<file path="src/rtl/li_fir_arbiter.sv">
// Round-robin arbiter that shares one FIR LI shell among NCH requesters and
// routes shell results back to the issuing channel through an in-flight tag FIFO.
module li_fir_arbiter #(
  parameter int NCH      = 4,
  parameter int DW       = 17,
  parameter int TAG_ADDR = 3
) (
  input  logic                clk,
  input  logic                reset,
  input  logic [NCH*DW-1:0]   i_data,
  input  logic [NCH-1:0]      i_valid,
  output logic [NCH-1:0]      o_stop,
  output logic [DW-1:0]       s_data,
  output logic                s_valid,
  input  logic                s_stop,
  input  logic [DW-1:0]       r_data,
  input  logic                r_valid,
  output logic                r_stop,
  output logic [NCH*DW-1:0]   c_data,
  output logic [NCH-1:0]      c_valid,
  input  logic [NCH-1:0]      c_stop,
  output logic [TAG_ADDR:0]   o_inflight,
  output logic                o_err
);

  localparam int CW     = $clog2(NCH);
  localparam int TDEPTH = 1 << TAG_ADDR;

  logic [DW-1:0]       in_mem_q  [NCH][2];
  logic [DW-1:0]       in_mem_d  [NCH][2];
  logic [NCH-1:0]      in_wp_q, in_wp_d, in_rp_q, in_rp_d;
  logic [1:0]          in_cnt_q  [NCH];
  logic [1:0]          in_cnt_d  [NCH];

  logic [DW-1:0]       ret_mem_q [NCH][2];
  logic [DW-1:0]       ret_mem_d [NCH][2];
  logic [NCH-1:0]      ret_wp_q, ret_wp_d, ret_rp_q, ret_rp_d;
  logic [1:0]          ret_cnt_q [NCH];
  logic [1:0]          ret_cnt_d [NCH];

  logic [CW-1:0]       tag_mem_q [TDEPTH];
  logic [CW-1:0]       tag_mem_d [TDEPTH];
  logic [TAG_ADDR-1:0] tag_wp_q, tag_wp_d, tag_rp_q, tag_rp_d;
  logic [TAG_ADDR:0]   tag_cnt_q, tag_cnt_d;

  logic [CW-1:0]       rr_q, rr_d;
  logic                s_valid_q, s_valid_d;
  logic [DW-1:0]       s_data_q, s_data_d;
  logic                err_q, err_d;

  logic                issue, any_ne, r_take, drop;
  logic [CW-1:0]       grant, scan_idx, r_ch;
  logic [NCH-1:0]      in_push, in_pop, ret_push, c_pop;

  function automatic logic [1:0] cnt2_next(input logic [1:0] c, input logic push,
                                           input logic pop);
    logic [1:0] n;
    n = c;
    if (push && !pop)      n = c + 2'd1;
    else if (!push && pop) n = c - 2'd1;
    return n;
  endfunction

  // Issue decision uses only registered occupancy, so a same-cycle return
  // never frees a tag slot for the current grant.
  always_comb begin
    any_ne   = 1'b0;
    grant    = rr_q;
    scan_idx = '0;
    for (int i = 0; i < NCH; i++) begin
      scan_idx = CW'((int'(rr_q) + i) % NCH);
      if (!any_ne && in_cnt_q[scan_idx] != 2'd0) begin
        any_ne = 1'b1;
        grant  = scan_idx;
      end
    end
    issue = !s_stop && (tag_cnt_q != (TAG_ADDR+1)'(TDEPTH)) && any_ne;
  end

  always_comb begin
    r_take = r_valid && (tag_cnt_q != '0);
    r_ch   = tag_mem_q[tag_rp_q];
    drop   = r_valid && !r_take;
    for (int k = 0; k < NCH; k++) begin
      c_pop[k]    = (ret_cnt_q[k] != 2'd0) && !c_stop[k];
      ret_push[k] = r_take && (r_ch == CW'(k)) && ((ret_cnt_q[k] != 2'd2) || c_pop[k]);
      if (r_take && (r_ch == CW'(k)) && !ret_push[k]) drop = 1'b1;
      in_pop[k]   = issue && (grant == CW'(k));
      in_push[k]  = i_valid[k] && ((in_cnt_q[k] != 2'd2) || in_pop[k]);
      if (i_valid[k] && !in_push[k]) drop = 1'b1;
    end
  end

  always_comb begin
    in_mem_d  = in_mem_q;
    ret_mem_d = ret_mem_q;
    in_cnt_d  = in_cnt_q;
    ret_cnt_d = ret_cnt_q;
    for (int k = 0; k < NCH; k++) begin
      if (in_push[k])  in_mem_d[k][in_wp_q[k]]   = i_data[k*DW +: DW];
      if (ret_push[k]) ret_mem_d[k][ret_wp_q[k]] = r_data;
      in_cnt_d[k]  = cnt2_next(in_cnt_q[k], in_push[k], in_pop[k]);
      ret_cnt_d[k] = cnt2_next(ret_cnt_q[k], ret_push[k], c_pop[k]);
    end
    in_wp_d  = in_wp_q ^ in_push;
    in_rp_d  = in_rp_q ^ in_pop;
    ret_wp_d = ret_wp_q ^ ret_push;
    ret_rp_d = ret_rp_q ^ c_pop;

    tag_mem_d = tag_mem_q;
    if (issue) tag_mem_d[tag_wp_q] = grant;
    tag_wp_d  = tag_wp_q + TAG_ADDR'(issue);
    tag_rp_d  = tag_rp_q + TAG_ADDR'(r_take);
    tag_cnt_d = tag_cnt_q;
    if (issue && !r_take)      tag_cnt_d = tag_cnt_q + 1'b1;
    else if (!issue && r_take) tag_cnt_d = tag_cnt_q - 1'b1;

    rr_d = rr_q;
    if (issue) rr_d = (grant == CW'(NCH-1)) ? '0 : grant + 1'b1;
    s_valid_d = issue;
    s_data_d  = issue ? in_mem_q[grant][in_rp_q[grant]] : s_data_q;
    err_d     = err_q | drop;
  end

  always_ff @(posedge clk or posedge reset) begin
    if (reset) begin
      in_wp_q   <= '0;
      in_rp_q   <= '0;
      in_cnt_q  <= '{default: 2'd0};
      ret_wp_q  <= '0;
      ret_rp_q  <= '0;
      ret_cnt_q <= '{default: 2'd0};
      tag_wp_q  <= '0;
      tag_rp_q  <= '0;
      tag_cnt_q <= '0;
      rr_q      <= '0;
      s_valid_q <= 1'b0;
      s_data_q  <= '0;
      err_q     <= 1'b0;
    end else begin
      in_wp_q   <= in_wp_d;
      in_rp_q   <= in_rp_d;
      in_cnt_q  <= in_cnt_d;
      ret_wp_q  <= ret_wp_d;
      ret_rp_q  <= ret_rp_d;
      ret_cnt_q <= ret_cnt_d;
      tag_wp_q  <= tag_wp_d;
      tag_rp_q  <= tag_rp_d;
      tag_cnt_q <= tag_cnt_d;
      rr_q      <= rr_d;
      s_valid_q <= s_valid_d;
      s_data_q  <= s_data_d;
      err_q     <= err_d;
    end
  end

  // Storage needs no reset: every read is qualified by a count.
  always_ff @(posedge clk) begin
    in_mem_q  <= in_mem_d;
    ret_mem_q <= ret_mem_d;
    tag_mem_q <= tag_mem_d;
  end

  always_comb begin
    r_stop = 1'b0;
    c_data = '0;
    for (int k = 0; k < NCH; k++) begin
      o_stop[k]          = (in_cnt_q[k] != 2'd0);
      c_valid[k]         = (ret_cnt_q[k] != 2'd0);
      c_data[k*DW +: DW] = ret_mem_q[k][ret_rp_q[k]];
      if ((ret_cnt_q[k] == 2'd2) || ((ret_cnt_q[k] != 2'd0) && c_stop[k])) r_stop = 1'b1;
    end
  end

  assign s_valid    = s_valid_q;
  assign s_data     = s_data_q;
  assign o_inflight = tag_cnt_q;
  assign o_err      = err_q;

endmodule

</file>
<file path="config.mk">
export PLATFORM = sky130hd
export DESIGN_NAME = li_fir_arbiter
export DESIGN_NICKNAME = d
export VERILOG_FILES = /design/src/rtl/li_fir_arbiter.sv
export SDC_FILE = /design/constraint.sdc
export NUM_CORES = 1
export LEC_CHECK = 0
export ABC_AREA = 1
export CELL_PAD_IN_SITES_DETAIL_PLACEMENT = 1
export CELL_PAD_IN_SITES_GLOBAL_PLACEMENT = 1
export CORE_AREA = 5 5 199 201
export DETAILED_ROUTE_END_ITERATION = 16
export DIE_AREA = 0 0 204 206
export GPL_TIMING_DRIVEN = 1
export PLACE_DENSITY = 0.82
export SYNTH_ARGS = -nofsm -noshare
export SYNTH_HDL_FRONTEND = slang
export SYNTH_SLANG_ARGS = --single-unit
</file>
<file path="constraint.sdc">
create_clock -name clk -period 9.6 [get_ports clk]
set_clock_uncertainty 0.05 [all_clocks]
set_input_delay 1.92 -clock clk [delete_from_list [all_inputs] [get_ports clk]]
set_output_delay 1.92 -clock clk [all_outputs]
set_load 0.1 [all_outputs]
</file>
==> summary by stage <==
Outcome
The flow ran to the end, and the final reports show no timing, DRC or antenna violations.

CTS
The number of buffers added to fix hold violations after cts is 0. The number of sinks handled by clock tree synthesis is 351. The number of buffers added by the clock tree synthesis step is 37. For the worst-skew pair, the clock arrives at the later sink with an insertion delay of 0.52 ns.

In this run the post-CTS setup repair buffer count came out at 0. In this run the deepest clock path goes through 3 buffers. The TritonCTS clock tree is yes. The clock transition at the register clock pins on the worst setup and hold paths after CTS is 0.06 ns. The CTS H-tree depth is 2. Clock tree synthesis selected as its root buffer the cell sky130_fd_sc_hd__clkbuf_16.

In this run, post-CTS repair resized a total of 0 instances.

Synthesis
After synthesis, the largest area contributor takes up 58.5% of total cell area. Yosys instantiated no cell more often than sky130_fd_sc_hd__nand2_1. The count of mapped cells out of synthesis is 1267. The fraction of the yosys area taken by sequential cells is 69.1%. In this run the mean area of a mapped cell was 11.7 um^2.

The largest area contributor in the netlist is sky130_fd_sc_hd__edfxtp_1. Sorting the synthesized cells by area gives the leading types as sky130_fd_sc_hd__edfxtp_1 58%, sky130_fd_sc_hd__nand2_1 12%, sky130_fd_sc_hd__dfrtp_1 11%. The commonest cells after synthesis are 469 x sky130_fd_sc_hd__nand2_1, 288 x sky130_fd_sc_hd__edfxtp_1, 102 x sky130_fd_sc_hd__nand3_1, 63 x sky130_fd_sc_hd__dfrtp_1, 62 x sky130_fd_sc_hd__inv_1. After synthesis the cells add up to 14800 um^2. Yosys printed 0 warnings. The number of flops mapped to enable cells by yosys is 288. The total nets after synthesis is 1400.

Among all flip-flop cells after synthesis, the most frequent one is sky130_fd_sc_hd__edfxtp_1. The synthesized flop and latch total is 351. The netlist uses 42 different library cells.

The share of synthesized flip-flops with an asynchronous set or reset is 17.9%.

Die
From left edge to right edge, the die measures 204 um. In this run the vertical extent of the chip is 206 um. The core region is 37400 um^2. The initial standard-cell utilization of the core is 39.6%. The die outline area is 42000 um^2.

197 I/O pins were placed. Row generation in the floorplan step produced 71 rows.

Layout
After the last flow step, the layout net total stands at 1596. In the final layout, the share of cells above drive strength 1 is 8.32%. The antenna diode count is 0. The share of the core filled with cells is 49.0%. Compared with the post-synthesis result, the final layout area differs by 23.8%.

GRT
After global routing the overflow that remains totals 0. The first global-routing pass estimated 62100 um of wire. The global-route usage over all layers is 19.0%. Entering global routing, the biggest net connects 75 pins.

The number of global-route vias before repair is 10.8k. The number of antenna violations at the first check in global routing is 0.

Worst setup path
The worst setup path is launched from a primary input. Following the worst setup path forward leads to its endpoint at r_stop. The setup check on the worst reg-to-reg path leaves a slack of 4.07 ns. The required time at the worst-slack endpoint is 7.63 ns.

In this run the critical register-to-register path is launched from rr_q[0]. STA classifies the critical path endpoint as a primary output. The number of cells on the worst reg-to-reg path is 14. Data on the critical path arrives at its endpoint at 3.89 ns. The type of the worst setup path is in2out.

The maximum fanout count along the critical path is 3. The endpoint identified for the worst register-to-register timing path is in_mem_q[93]. The startpoint of the most critical setup path is c_stop[2].

Drt
After detailed routing, the number of vias per cell comes to 5.03. For this run, design rule violations remaining after detail routing come to 0. The number of optimization iterations in the first detailed-route pass is 5. The detail route stage leaves a number of antenna-violating nets equal to 0.

Summing over every cut layer, the via total after detailed routing is 10.1k. The total wirelength of the detailed-routed design is 41000 um. The detailed-route wire length per cell is 20.5 um. The count of routing violations after the opening detailed-route iteration is 582.

Placement
In this run the tool buffered the top-level ports with 196 buffer cells. The placer congestion estimate is 0.862. The HPWL after detailed placement is 29300 um.

Timing
Setup repair after global routing left no endpoint under its margin. The highest clock rate is 171 MHz. The share of the clock period used by the worst path is 61.0%. The max-slew violation count is 0. The final critical-path required period is 5.86 ns. Headroom to the max-slew limit came out at 26.8%. After routing, the total negative slack on setup checks comes to 0 ns. The total count of hold-check failures in the final report is 0. For the pin with the worst max-slew slack, the measured transition is 1.10 ns. Setup violations remaining at the end of the flow were counted as 0.

Job
Max-cap violations in this run came to 0.

Worst hold path
The kind of path behind the tightest hold check is reg2reg. Counting instances, the worst hold path has a depth of 1.
metal layers:
metal | global-route usage [%] | up-vias | part of all wire [%]
li1 | - | 4674 | -
met4 | 5.10 | 0 | 2.5
met3 | 2.95 | 71 | 5.3
met1 | 23.0 | 5030 | 40
met2 | 35.4 | 296 | 52
met5 | 0 | - | 0
critical path: stages:
cell	delay, ns
sky130_fd_sc_hd__clkdlybuf4s50_1	0.51
sky130_fd_sc_hd__inv_1	0.07
sky130_fd_sc_hd__o22ai_1	0.12
sky130_fd_sc_hd__a221oi_1	0.07
sky130_fd_sc_hd__nand2_1	0.08
sky130_fd_sc_hd__clkdlybuf4s50_1	1.13
cells by family (layout without fill, tap and decap cells):
logic type,after synthesis,in the layout,synth area share (%)
AND/OR/NAND/NOR,660,660,19.2
flip-flops,351,351,69.1
buffers and inverters,126,350,3.59
AO/OA/AOI/OAI,48,48,1.93
adder cells (fa/ha/maj),36,36,3.10
XOR/XNOR,29,29,1.72
multiplexers,17,17,1.29
area by class of cell:
cell class / count / area (um^2)
Clock inverter: 21 / 108
Fill cell: 3932 / 19100
Sequential cell: 351 / 10200
Timing Repair Buffer: 199 / 1980
Multi-Input combinational cell: 790 / 4040
Inverter: 84 / 318
Clock buffer: 46 / 1000
Tap cell: 511 / 639
stage by stage:
stage	hold slack (ns)	worst slack [ns]	instances	area, um^2
after floorplan	0.408	4.79	1267	14800
after global placement	0.417	3.77	1935	17200
after detailed placement	0.425	3.72	1935	17200
after CTS	0.436	3.73	2002	18300
after global routing	0.448	3.66	2002	18300
final	0.430	3.74	2002	18300
how the worst min path moves through the flow:
stage,endpoint,start,slack [ns]
finish,in_cnt_q[6],in_cnt_q[6],0.43
detailed placement,s_data[5],s_data[5],0.43
floorplan,in_cnt_q[4],in_cnt_q[4],0.41
CTS,in_cnt_q[6],in_cnt_q[6],0.44
global route,in_cnt_q[6],in_cnt_q[6],0.45
global placement,s_data[5],s_data[5],0.42
cell usage in the layout (no fill, tap or decap), types with 4 or more instances in the layout:
cell,instances
sky130_fd_sc_hd__ha_1,35
sky130_fd_sc_hd__clkbuf_16,39
sky130_fd_sc_hd__a21oi_1,11
sky130_fd_sc_hd__xor2_1,18
sky130_fd_sc_hd__nor2_1,31
sky130_fd_sc_hd__inv_1,61
sky130_fd_sc_hd__dfrtp_1,63
sky130_fd_sc_hd__clkinv_2,11
sky130_fd_sc_hd__mux2_2,17
sky130_fd_sc_hd__xnor2_1,11
sky130_fd_sc_hd__edfxtp_1,288
sky130_fd_sc_hd__nand4_1,21
sky130_fd_sc_hd__nand3_1,102
sky130_fd_sc_hd__a31oi_1,5
sky130_fd_sc_hd__nand2_1,469
sky130_fd_sc_hd__clkbuf_1,7
sky130_fd_sc_hd__nand2_2,14
sky130_fd_sc_hd__clkinv_1,11
sky130_fd_sc_hd__inv_2,18
sky130_fd_sc_hd__clkdlybuf4s50_1,196
sky130_fd_sc_hd__o21ai_0,23
sky130_fd_sc_hd__nor3_1,4
sky130_fd_sc_hd__nand2_4,6
registers in the layout (all words and copies together), names as in the netlist, 2 cells and up:
register    cells
in_cnt_q        8
in_mem_q      136
in_rp_q         4
in_wp_q         4
o_inflight      4
ret_cnt_q       8
ret_mem_q     136
ret_rp_q        4
ret_wp_q        4
rr_q            2
s_data         17
tag_mem_q      16
tag_rp_q        3
tag_wp_q        3
Power is not shown: default switching activity piles up to over one toggle a cycle in this logic, so the estimate is an artifact.
==> RTL change (same settings) <==
Put one more register stage on the output `o_err`, cleared by the reset. The value now appears one clock later. The other outputs are not delayed to match.
--- a/src/rtl/li_fir_arbiter.sv
+++ b/src/rtl/li_fir_arbiter.sv
@@ -175,7 +175,13 @@
   assign s_valid    = s_valid_q;
   assign s_data     = s_data_q;
   assign o_inflight = tag_cnt_q;
-  assign o_err      = err_q;
+  always_ff @(posedge clk or posedge reset) begin
+    if (reset) begin
+      o_err <= '0;
+    end else begin
+      o_err <= err_q;
+    end
+  end
 
 endmodule
 
Behaviour: not the same (a bounded check fails within 4 cycles, from zero or initial values and one cycle with reset high).
==> RTL change against the unedited design <==
Area after synthesis increased by 0.17%; cell area increased by 1.2%; sequential cell count is 1 higher; critical path type unchanged; setup slack improved by 12 ps; die area unchanged; highest routed layer is now met5; maximum frequency is 0.20% higher; wire length decreased by 1.8%; largest cell class unchanged; cell count grew 0.25%.
Power is not shown: default switching activity piles up to over one toggle a cycle in this logic, so the estimate is an artifact.
==> RTL change: results (changes against the unedited design) <==
worst reg2reg path depth=13 (-1); Synth Area in Adders=0.03091 (-0.00005229); net count after synthesis=1401 (+0.071%); Seq/Total Area, Yosys=0.6918 (about the same); Compound-Gate Fraction of Synth Area=0.01925 (-0.00003257); FF-to-FF End=in_mem_q[82]$_DFFE_PP_; end of the worst hold path=o_err$_DFF_PP0_; post-synthesis xor/xnor area fraction=0.01714 (-0.00002900); share of layout cells above drive strength 1=0.08690 (+0.003733); post-route insts no fill=2007 (+0.25%); Worst EP arrival=3880 ps (about the same); wl on met1=16240 µm (-1.6%); Synth area leaders=edfxtp_1 58%, nand2_1 12%, dfrtp_1 11%; total CTS buffers=38 (+2.7%); wire per inst=20.09 µm (-2.0%); post-placement cell count=1938 (+0.16%); Post-synth ARST share=0.1818 (+0.002331); hold path start=err_q$_DFF_PP0_; grt met1 use=0.2308 (+0.001287); vias per cell=4.987 (-0.87%); grt met2 use=0.3498 (-0.004643); number of global-route vias before repair=10908 (+0.93%); status=completed; top-area cell type share of the netlist area=0.5837 (-0.0009875); GP Congestion=0.8244 (-4.3%); GR Layer Usage met3=0.03138 (+0.001883); worst slew pin tran=1089 ps (-6.288 ps)
[RTL change: cell count changes in the layout (fill, tap and decap cells not counted), sizes merged]
cell,unedited run,this run
clkbuf,46,51
buf,3,5
dfrtp,63,64
inv,81,82
bufinv,0,5
clkinv,24,15
[RTL change: critical path, stage by stage]
cell and delay, ps:
clkdlybuf4s50_1 510, inv_1 70, o22ai_1 100, a221oi_1 60, nand2_1 70, clkdlybuf4s50_1 1130
[RTL change: stage by stage]
step / hold WS (ps) / setup slack [ps]
floorplan: 305.0 / 4794
global placement: 313.2 / 3750
detailed placement: 317.1 / 3757
CTS: 330.2 / 3754
global route: 343.0 / 3650
finish: 324.8 / 3753
[RTL change: final cells by class]
class	instances	area, µm²
multi-input cells	790	4035
inverters	84	317.8
well taps	511	639.4
repair buffers	201	1999
clock buffers	51	1051
fillers	3897	18870
flip-flops and latches	352	10250
clock inverters	18	234.0
